--- src/rtl/spi_cfg_pkg.sv ---
// Shared widths, register map and FSM encoding for the SPI config master.
// The frame layout struct matches the on-wire bit order, MSB first.
package spi_cfg_pkg;

  localparam int FRAME_W = 16;
  localparam int ADDR_W  = 7;
  localparam int DATA_W  = 8;

  localparam logic [ADDR_W-1:0] ADDR_EN_OUT_LO = 7'h00;
  localparam logic [ADDR_W-1:0] ADDR_EN_OUT_HI = 7'h01;
  localparam logic [ADDR_W-1:0] ADDR_EN_PWM_LO = 7'h02;
  localparam logic [ADDR_W-1:0] ADDR_EN_PWM_HI = 7'h03;
  localparam logic [ADDR_W-1:0] ADDR_PWM_DUTY  = 7'h04;

  typedef enum logic [2:0] {
    ST_IDLE,
    ST_SETUP,
    ST_SHIFT,
    ST_HOLD,
    ST_GAP
  } state_e;

  typedef struct packed {
    logic              rw;
    logic [ADDR_W-1:0] addr;
    logic [DATA_W-1:0] data;
  } frame_t;

  function automatic int max4(input int a, input int b, input int c, input int d);
    int m;
    m = a;
    if (b > m) m = b;
    if (c > m) m = c;
    if (d > m) m = d;
    return m;
  endfunction

endpackage

--- src/rtl/spi_cfg_master_if.sv ---
// Request/status bundle between a configuration client (master modport)
// and the SPI config controller (slave modport).
interface spi_cfg_master_if import spi_cfg_pkg::*; ();

  logic              req_valid;
  logic              req_ready;
  logic              req_rw;
  logic [ADDR_W-1:0] req_addr;
  logic [DATA_W-1:0] req_data;
  logic              abort;
  logic              busy;
  logic              done;
  logic              aborted;

  modport master (
    output req_valid, req_rw, req_addr, req_data, abort,
    input  req_ready, busy, done, aborted
  );

  modport slave (
    input  req_valid, req_rw, req_addr, req_data, abort,
    output req_ready, busy, done, aborted
  );

endinterface

--- src/rtl/spi_cfg_master_phase_timer.sv ---
// Loadable down-counter that saturates at zero; tc_o flags the last cycle
// of a delay loaded as (length - 1).
module spi_phase_timer #(
  parameter int W = 4
) (
  input  logic         clk,
  input  logic         rst_n,
  input  logic         load_i,
  input  logic [W-1:0] load_val_i,
  output logic         tc_o
);

  logic [W-1:0] cnt_q, cnt_d;

  always_comb begin
    cnt_d = cnt_q;
    if (load_i)             cnt_d = load_val_i;
    else if (cnt_q != '0)   cnt_d = cnt_q - W'(1);
  end

  // NOTE: clocked state uses non-blocking assignments so every flop samples pre-edge values.
  always_ff @(posedge clk or negedge rst_n) begin
    if (!rst_n) cnt_q <= '0;
    else        cnt_q <= cnt_d;
  end

  assign tc_o = (cnt_q == '0);

endmodule

--- src/rtl/spi_cfg_master.sv ---
// SPI mode-0 config-write master: one 16-bit {rw, addr, data} frame per
// request, with registered nCS/sCLK/COPI and abort support.
module spi_cfg_master import spi_cfg_pkg::*; #(
  parameter int CLK_DIV  = 4,
  parameter int CS_SETUP = 4,
  parameter int CS_HOLD  = 4,
  parameter int CS_GAP   = 8
) (
  input  logic              clk,
  input  logic              rst_n,
  spi_cfg_master_if.slave   req,
  output logic              ncs_o,
  output logic              sclk_o,
  output logic              copi_o
);

  localparam int PHASE_W = $clog2(max4(CLK_DIV, CS_SETUP, CS_HOLD, CS_GAP) + 1);
  localparam logic [PHASE_W-1:0] LD_DIV   = PHASE_W'(CLK_DIV - 1);
  localparam logic [PHASE_W-1:0] LD_SETUP = PHASE_W'(CS_SETUP - 1);
  localparam logic [PHASE_W-1:0] LD_HOLD  = PHASE_W'(CS_HOLD - 1);
  localparam logic [PHASE_W-1:0] LD_GAP   = PHASE_W'(CS_GAP - 1);

  state_e             state_q, state_d;
  logic [FRAME_W-1:0] shift_q, shift_d;
  logic [3:0]         bit_cnt_q, bit_cnt_d;
  logic               ncs_q, ncs_d, sclk_q, sclk_d, copi_q, copi_d;
  logic               ready_q, ready_d, busy_q, busy_d;
  logic               done_q, done_d, aborted_q, aborted_d;

  logic               tmr_load, tmr_tc;
  logic [PHASE_W-1:0] tmr_val;
  logic               hs, abort_hit, last_bit;
  frame_t             req_frame;

  assign req_frame = '{rw: req.req_rw, addr: req.req_addr, data: req.req_data};
  assign hs        = req.req_valid && ready_q;
  assign abort_hit = req.abort && (state_q == ST_SETUP || state_q == ST_SHIFT);
  assign last_bit  = (bit_cnt_q == 4'd15);

  spi_phase_timer #(.W(PHASE_W)) u_timer (
    .clk        (clk),
    .rst_n      (rst_n),
    .load_i     (tmr_load),
    .load_val_i (tmr_val),
    .tc_o       (tmr_tc)
  );

  always_ff @(posedge clk or negedge rst_n) begin
    if (!rst_n) state_q <= ST_IDLE;
    else        state_q <= state_d;
  end

  always_comb begin
    state_d = state_q;
    unique case (state_q)
      ST_IDLE:  if (hs) state_d = ST_SETUP;
      ST_SETUP: if (abort_hit) state_d = ST_GAP;
                else if (tmr_tc) state_d = ST_SHIFT;
      ST_SHIFT: if (abort_hit) state_d = ST_GAP;
                else if (tmr_tc && sclk_q && last_bit) state_d = ST_HOLD;
      ST_HOLD:  if (tmr_tc) state_d = ST_GAP;
      ST_GAP:   if (tmr_tc) state_d = ST_IDLE;
      default:  state_d = ST_IDLE;
    endcase
  end

  // NOTE: every output of this block gets a default first, so no latch can be inferred.
  always_comb begin
    shift_d   = shift_q;
    bit_cnt_d = bit_cnt_q;
    ncs_d     = ncs_q;
    sclk_d    = sclk_q;
    copi_d    = copi_q;
    done_d    = 1'b0;
    aborted_d = 1'b0;
    tmr_load  = 1'b0;
    tmr_val   = '0;
    ready_d   = (state_d == ST_IDLE);
    busy_d    = (state_d != ST_IDLE);
    unique case (state_q)
      ST_IDLE: if (hs) begin
        shift_d   = req_frame;
        bit_cnt_d = '0;
        ncs_d     = 1'b0;
        copi_d    = req_frame[FRAME_W-1];
        tmr_load  = 1'b1;
        tmr_val   = LD_SETUP;
      end
      ST_SETUP, ST_SHIFT: begin
        if (abort_hit) begin
          // Abort wins over a pending rise, so a cancelled edge never reaches the pin.
          ncs_d     = 1'b1;
          sclk_d    = 1'b0;
          aborted_d = 1'b1;
          tmr_load  = 1'b1;
          tmr_val   = LD_GAP;
        end else if (tmr_tc) begin
          tmr_load = 1'b1;
          tmr_val  = LD_DIV;
          if (state_q == ST_SHIFT) begin
            sclk_d = ~sclk_q;
            if (sclk_q) begin
              if (last_bit) begin
                tmr_val = LD_HOLD;
              end else begin
                bit_cnt_d = bit_cnt_q + 4'd1;
                shift_d   = shift_q << 1;
                copi_d    = shift_q[FRAME_W-2];
              end
            end
          end
        end
      end
      ST_HOLD: if (tmr_tc) begin
        ncs_d    = 1'b1;
        done_d   = 1'b1;
        tmr_load = 1'b1;
        tmr_val  = LD_GAP;
      end
      default: ;
    endcase
  end

  always_ff @(posedge clk or negedge rst_n) begin
    if (!rst_n) begin
      shift_q   <= '0;
      bit_cnt_q <= '0;
      ncs_q     <= 1'b1;
      sclk_q    <= 1'b0;
      copi_q    <= 1'b0;
      ready_q   <= 1'b0;
      busy_q    <= 1'b0;
      done_q    <= 1'b0;
      aborted_q <= 1'b0;
    end else begin
      shift_q   <= shift_d;
      bit_cnt_q <= bit_cnt_d;
      ncs_q     <= ncs_d;
      sclk_q    <= sclk_d;
      copi_q    <= copi_d;
      ready_q   <= ready_d;
      busy_q    <= busy_d;
      done_q    <= done_d;
      aborted_q <= aborted_d;
    end
  end

  assign req.req_ready = ready_q;
  assign req.busy      = busy_q;
  assign req.done      = done_q;
  assign req.aborted   = aborted_q;
  assign ncs_o         = ncs_q;
  assign sclk_o        = sclk_q;
  assign copi_o        = copi_q;

endmodule

--- src/flat_wrapper.sv ---
// flat-port wrapper written by rule: the top's interface ports become plain ports
module spi_cfg_master_flat import spi_cfg_pkg::*;
#(
  parameter int CLK_DIV  = 4,
  parameter int CS_SETUP = 4,
  parameter int CS_HOLD  = 4,
  parameter int CS_GAP   = 8
)
  (clk, rst_n, ncs_o, sclk_o, copi_o, req_req_valid, req_req_rw, req_req_addr, req_req_data, req_abort, req_req_ready, req_busy, req_done, req_aborted);
  spi_cfg_master_if req_i ();
  input  logic clk;
  input  logic rst_n;
  output logic ncs_o;
  output logic sclk_o;
  output logic copi_o;
  input wire logic [$bits(req_i.req_valid)-1:0] req_req_valid;
  input wire logic [$bits(req_i.req_rw)-1:0] req_req_rw;
  input wire logic [$bits(req_i.req_addr)-1:0] req_req_addr;
  input wire logic [$bits(req_i.req_data)-1:0] req_req_data;
  input wire logic [$bits(req_i.abort)-1:0] req_abort;
  output wire logic [$bits(req_i.req_ready)-1:0] req_req_ready;
  output wire logic [$bits(req_i.busy)-1:0] req_busy;
  output wire logic [$bits(req_i.done)-1:0] req_done;
  output wire logic [$bits(req_i.aborted)-1:0] req_aborted;
  assign req_i.req_valid = req_req_valid;
  assign req_i.req_rw = req_req_rw;
  assign req_i.req_addr = req_req_addr;
  assign req_i.req_data = req_req_data;
  assign req_i.abort = req_abort;
  assign req_req_ready = req_i.req_ready;
  assign req_busy = req_i.busy;
  assign req_done = req_i.done;
  assign req_aborted = req_i.aborted;
  spi_cfg_master #(.CLK_DIV(CLK_DIV), .CS_SETUP(CS_SETUP), .CS_HOLD(CS_HOLD), .CS_GAP(CS_GAP)) u_core (.clk(clk), .rst_n(rst_n), .req(req_i), .ncs_o(ncs_o), .sclk_o(sclk_o), .copi_o(copi_o));
endmodule
--- config.mk ---
export PLATFORM = sky130hd
export DESIGN_NAME = spi_cfg_master_flat
export DESIGN_NICKNAME = d
export VERILOG_FILES = /design/src/rtl/spi_cfg_pkg.sv /design/src/rtl/spi_cfg_master_if.sv /design/src/rtl/spi_cfg_master_phase_timer.sv /design/src/rtl/spi_cfg_master.sv /design/src/flat_wrapper.sv
export SDC_FILE = /design/constraint.sdc
export NUM_CORES = 1
export LEC_CHECK = 0
export CORE_UTILIZATION = 45
export CTS_CLUSTER_SIZE = 16
export DETAILED_ROUTE_END_ITERATION = 10
export PLACE_DENSITY = 0.73
export SYNTH_ARGS = -nofsm -noshare
export SYNTH_HDL_FRONTEND = slang
export SYNTH_HIERARCHICAL = 1
export SYNTH_SLANG_ARGS = --single-unit
--- constraint.sdc ---
create_clock -name clk -period 5.8 [get_ports clk]
set_input_delay 1.16 -clock clk [delete_from_list [all_inputs] [get_ports clk]]
set_output_delay 1.16 -clock clk [all_outputs]
set_load 0.1 [all_outputs]
==> impl_results.md <==
- Status: completed
- Hold Crit Endpoint: u_core/ncs_o
- Total routed wirelength: 3580 µm
- Area Growth Syn to Fin: 21.6%
- Crit path required time: 5.97 ns
- Setup violators final: 0
- Internal power: 640 µW
- CTS root buf: clkbuf_8
- Seq pwr share: 0.340
- I/O pin cnt: 27
- CP Class: in -> reg
- CTS clk-pin slew, worst paths: 0.07 ns
- Register area: 827 µm²
- Routability Congestion: 0.812
- Highest Clock Rate: 296 MHz
- Slew of the pin with the lowest slew margin: 1.12 ns
- Setup Skew: 0.00311 ns
- CTS tree: done
- Worst Path Arrival: 3.56 ns
- Iteration-0 DRC count of the detailed router: 135
- Synth Area in Adders: 0.0204
- Synth Area in Compound Gates: 0.183
- Period utilization: 0.583
- NetSw: 553 µW
- Reg2Reg Depth: 7
- Kind of end point of the critical path: flop
- Routed Antenna Nets: 0
- IO buf count: 26
- Core area: 3660 µm²
- Inserted Clock Buffers: 5
- Hold Path Origin: u_core/ncs_o
- CTS resizes: 0
- H-Tree Depth: 2
- Simple-gate portion of the synthesized area: 0.140
- Clock share of power: 0.139
- Sequential cell area fraction in the yosys report: 0.481
- HPWL Detailed: 2510 µm
- Leakage: 0.000856 µW
- Site Rows: 22
- Mux contribution to synthesized area: 0.119
- Vias in the first global route: 1391
- R2r endpoint: u_core/copi_o
- Flops & latches, synth: 33
- Minimum clock period: 3.38 ns
- Worst vdd ir: 0.211 mV
- Final core area utilization: 0.570
- Largest net degree at the start of global routing: 34
- Filler instances: 348
- Starting Density: 0.469
- Die H: 63.8 µm
- Unique masters post-synth: 45
- Hold depth: 2
- Fin area: 2090 µm²
- Vias post-DR: 1400
- Combined area of the multi-input logic cells: 821 µm²
- Setup TNS: 0 ns
- Mapped Avg Cell Area: 10.2 µm²
- Power share of the combinational group: 0.520
- RSZ-0062 raised after global routing: false
- GRT Residual Overflow: 0
- XOR/XNOR Fraction of Synth Area: 0.0102
- Maxcap violations: 0
- Syn nets: 190
- Critical-path maximum fanout: 31
- Fin. Hold Viols: 0
- Hold Buf Count CTS: 0
- DP Area: 2010 µm²
- Syn. warnings: 6
- Via density: 5.81
- Final total power: 1190 µW
- Tot GR Track Use: 0.200
- Ys async rst share: 1.00
- Headroom to the max-slew limit: 0.250
- Post-synth EDFFs: 0
- First-pass GRT wire length: 6080 µm
- Final nets: 214
- Routed len/inst: 14.8 µm
- Antenna violations before repair: 0
- Clk Latency, worst-skew pair: 0.29 ns
- Detailed Routing Iterations Pass 1: 5
- Worst min path class: reg -> reg
- R2r startpoint: u_core/u_timer/cnt_q[0]
- Share of cells above drive strength 1: 0.109
- Largest family of logic cells by synthesized area: compound AO/OA/AOI/OAI gates
- Sw Share: 0.463
- Synth Instances: 168
- Synth Cell Area: 1720 µm²
- Clock sinks: 33
- DR DRC count: 0
- R2R Setup Slk: 2.70 ns
- Antenna diodes: 0
- Commonest non-fill, non-tap cell in the layout: dfrtp_1
- Most frequent cells in the layout: 32 x dfrtp_1, 26 x clkdlybuf4s50_1, 17 x a21oi_1, 17 x mux2i_1, 14 x a31oi_1
- Top FF cell, synth: dfrtp_1
- Worst hold slack: 0.493 ns
- PwrDens: 571 nW/µm²
- Max-slew violations: 0
- Setup repair bufs after CTS: 0
- Die area: 4070 µm²
- Clock Path Buffers: 2
- Critical Path Start Type: primary input
- Chip Width: 63.8 µm
==> worst max-delay path by stage <==
stage | startpoint | cells after the start | endpoint
3_5_place_dp | req_abort | 5 | u_core/copi_o
3_3_place_gp | req_abort | 5 | u_core/copi_o
5_1_grt | req_abort | 5 | u_core/copi_o
4_1_cts | req_abort | 5 | u_core/copi_o
2_1_floorplan | req_abort | 6 | u_core/u_timer/cnt_q[3]
6_report | req_abort | 5 | u_core/copi_o
==> cell usage after synthesis, types with 2 or more instances <==
library cell | instances | share of area
a21oi_1 | 17 | 0.050
a221oi_1 | 2 | 0.010
a31oi_1 | 14 | 0.051
and3_1 | 3 | 0.011
clkbuf_1 | 8 | 0.017
dfrtp_1 | 32 | 0.47
ha_1 | 2 | 0.015
inv_1 | 6 | 0.013
mux2_2 | 3 | 0.020
mux2i_1 | 17 | 0.099
nand2_1 | 8 | 0.017
nand3_1 | 2 | 0.0058
nand4_1 | 2 | 0.0073
nor2_1 | 7 | 0.015
nor2b_1 | 2 | 0.0073
nor3_1 | 6 | 0.017
nor4_1 | 2 | 0.0073
o21ai_0 | 5 | 0.015
o22ai_1 | 2 | 0.0073
or2_2 | 2 | 0.0073
xnor2_1 | 2 | 0.010
==> flip-flops by register name (all words and copies together), names as in the netlist <==
| name | cells |
|---|---|
| u_core/state_q | 3 |
| u_core/shift_q | 15 |
| u_core/req.aborted | 1 |
| u_core/bit_cnt_q | 4 |
| u_core/sclk_o | 1 |
| u_core/req.req_ready | 1 |
| u_core/req.busy | 1 |
| u_core/req.done | 1 |
| u_core/ncs_o | 1 |
| u_core/copi_o | 1 |
| u_core/u_timer/cnt_q | 4 |
==> metrics by stage <==
step           worst slack [ns]  cells
5_1_grt                    2.21    241
3_3_place_gp               2.25    233
3_5_place_dp               2.16    233
6_report                   2.42    241
2_1_floorplan              3.19    168
4_1_cts                    2.47    241
==> logic make-up after synthesis <==
logic type / count (synthesis)
AOI/OAI and AO/OA: 50
other: 1
adders and majority gates: 3
and+or+nand+nor: 42
xor gates and xnor gates: 2
buffers and inverters: 17
muxes: 20
DFF: 33
==> critical path, stage by stage <==
cell and delay (ns):
clkdlybuf4s50_1 0.50, nand4b_1 0.31, o22ai_2 0.91, nand2_1 0.31
mux2_2 0.36
==> power groups by stage <==
| stage | registers, µW | logic [µW] | clock network (µW) |
|---|---|---|---|
| after global routing | 422 | 675 | 179 |
| after detailed placement | 409 | 618 | 0 |
| after global placement | 404 | 596 | 0 |
| after CTS | 405 | 619 | 174 |
| final | 406 | 621 | 166 |
| after floorplan | 506 | 391 | 0 |
==> per-layer routing <==
metal | global-route usage | vias to the layer above | wire length, µm | share of wire
met1 | 0.218 | 675 | 1550 | 0.43
met4 | 0.116 | 0 | 64 | 0.018
met3 | 0.0429 | 6 | 157 | 0.044
met2 | 0.355 | 44 | 1810 | 0.50
met5 | 0 | - | 0 | 0
li1 | - | 675 | - | -
==> area by class of cell <==
type / count / area share
Clock buffer: 6 / 0.0348
Sequential cell: 33 / 0.396
Tap cell: 48 / 0.0288
Multi-Input combinational cell: 118 / 0.393
Inverter: 6 / 0.0108
Timing Repair Buffer: 28 / 0.132
Clock inverter: 2 / 0.00479
Note: power is estimated with default switching activity, not from simulation.
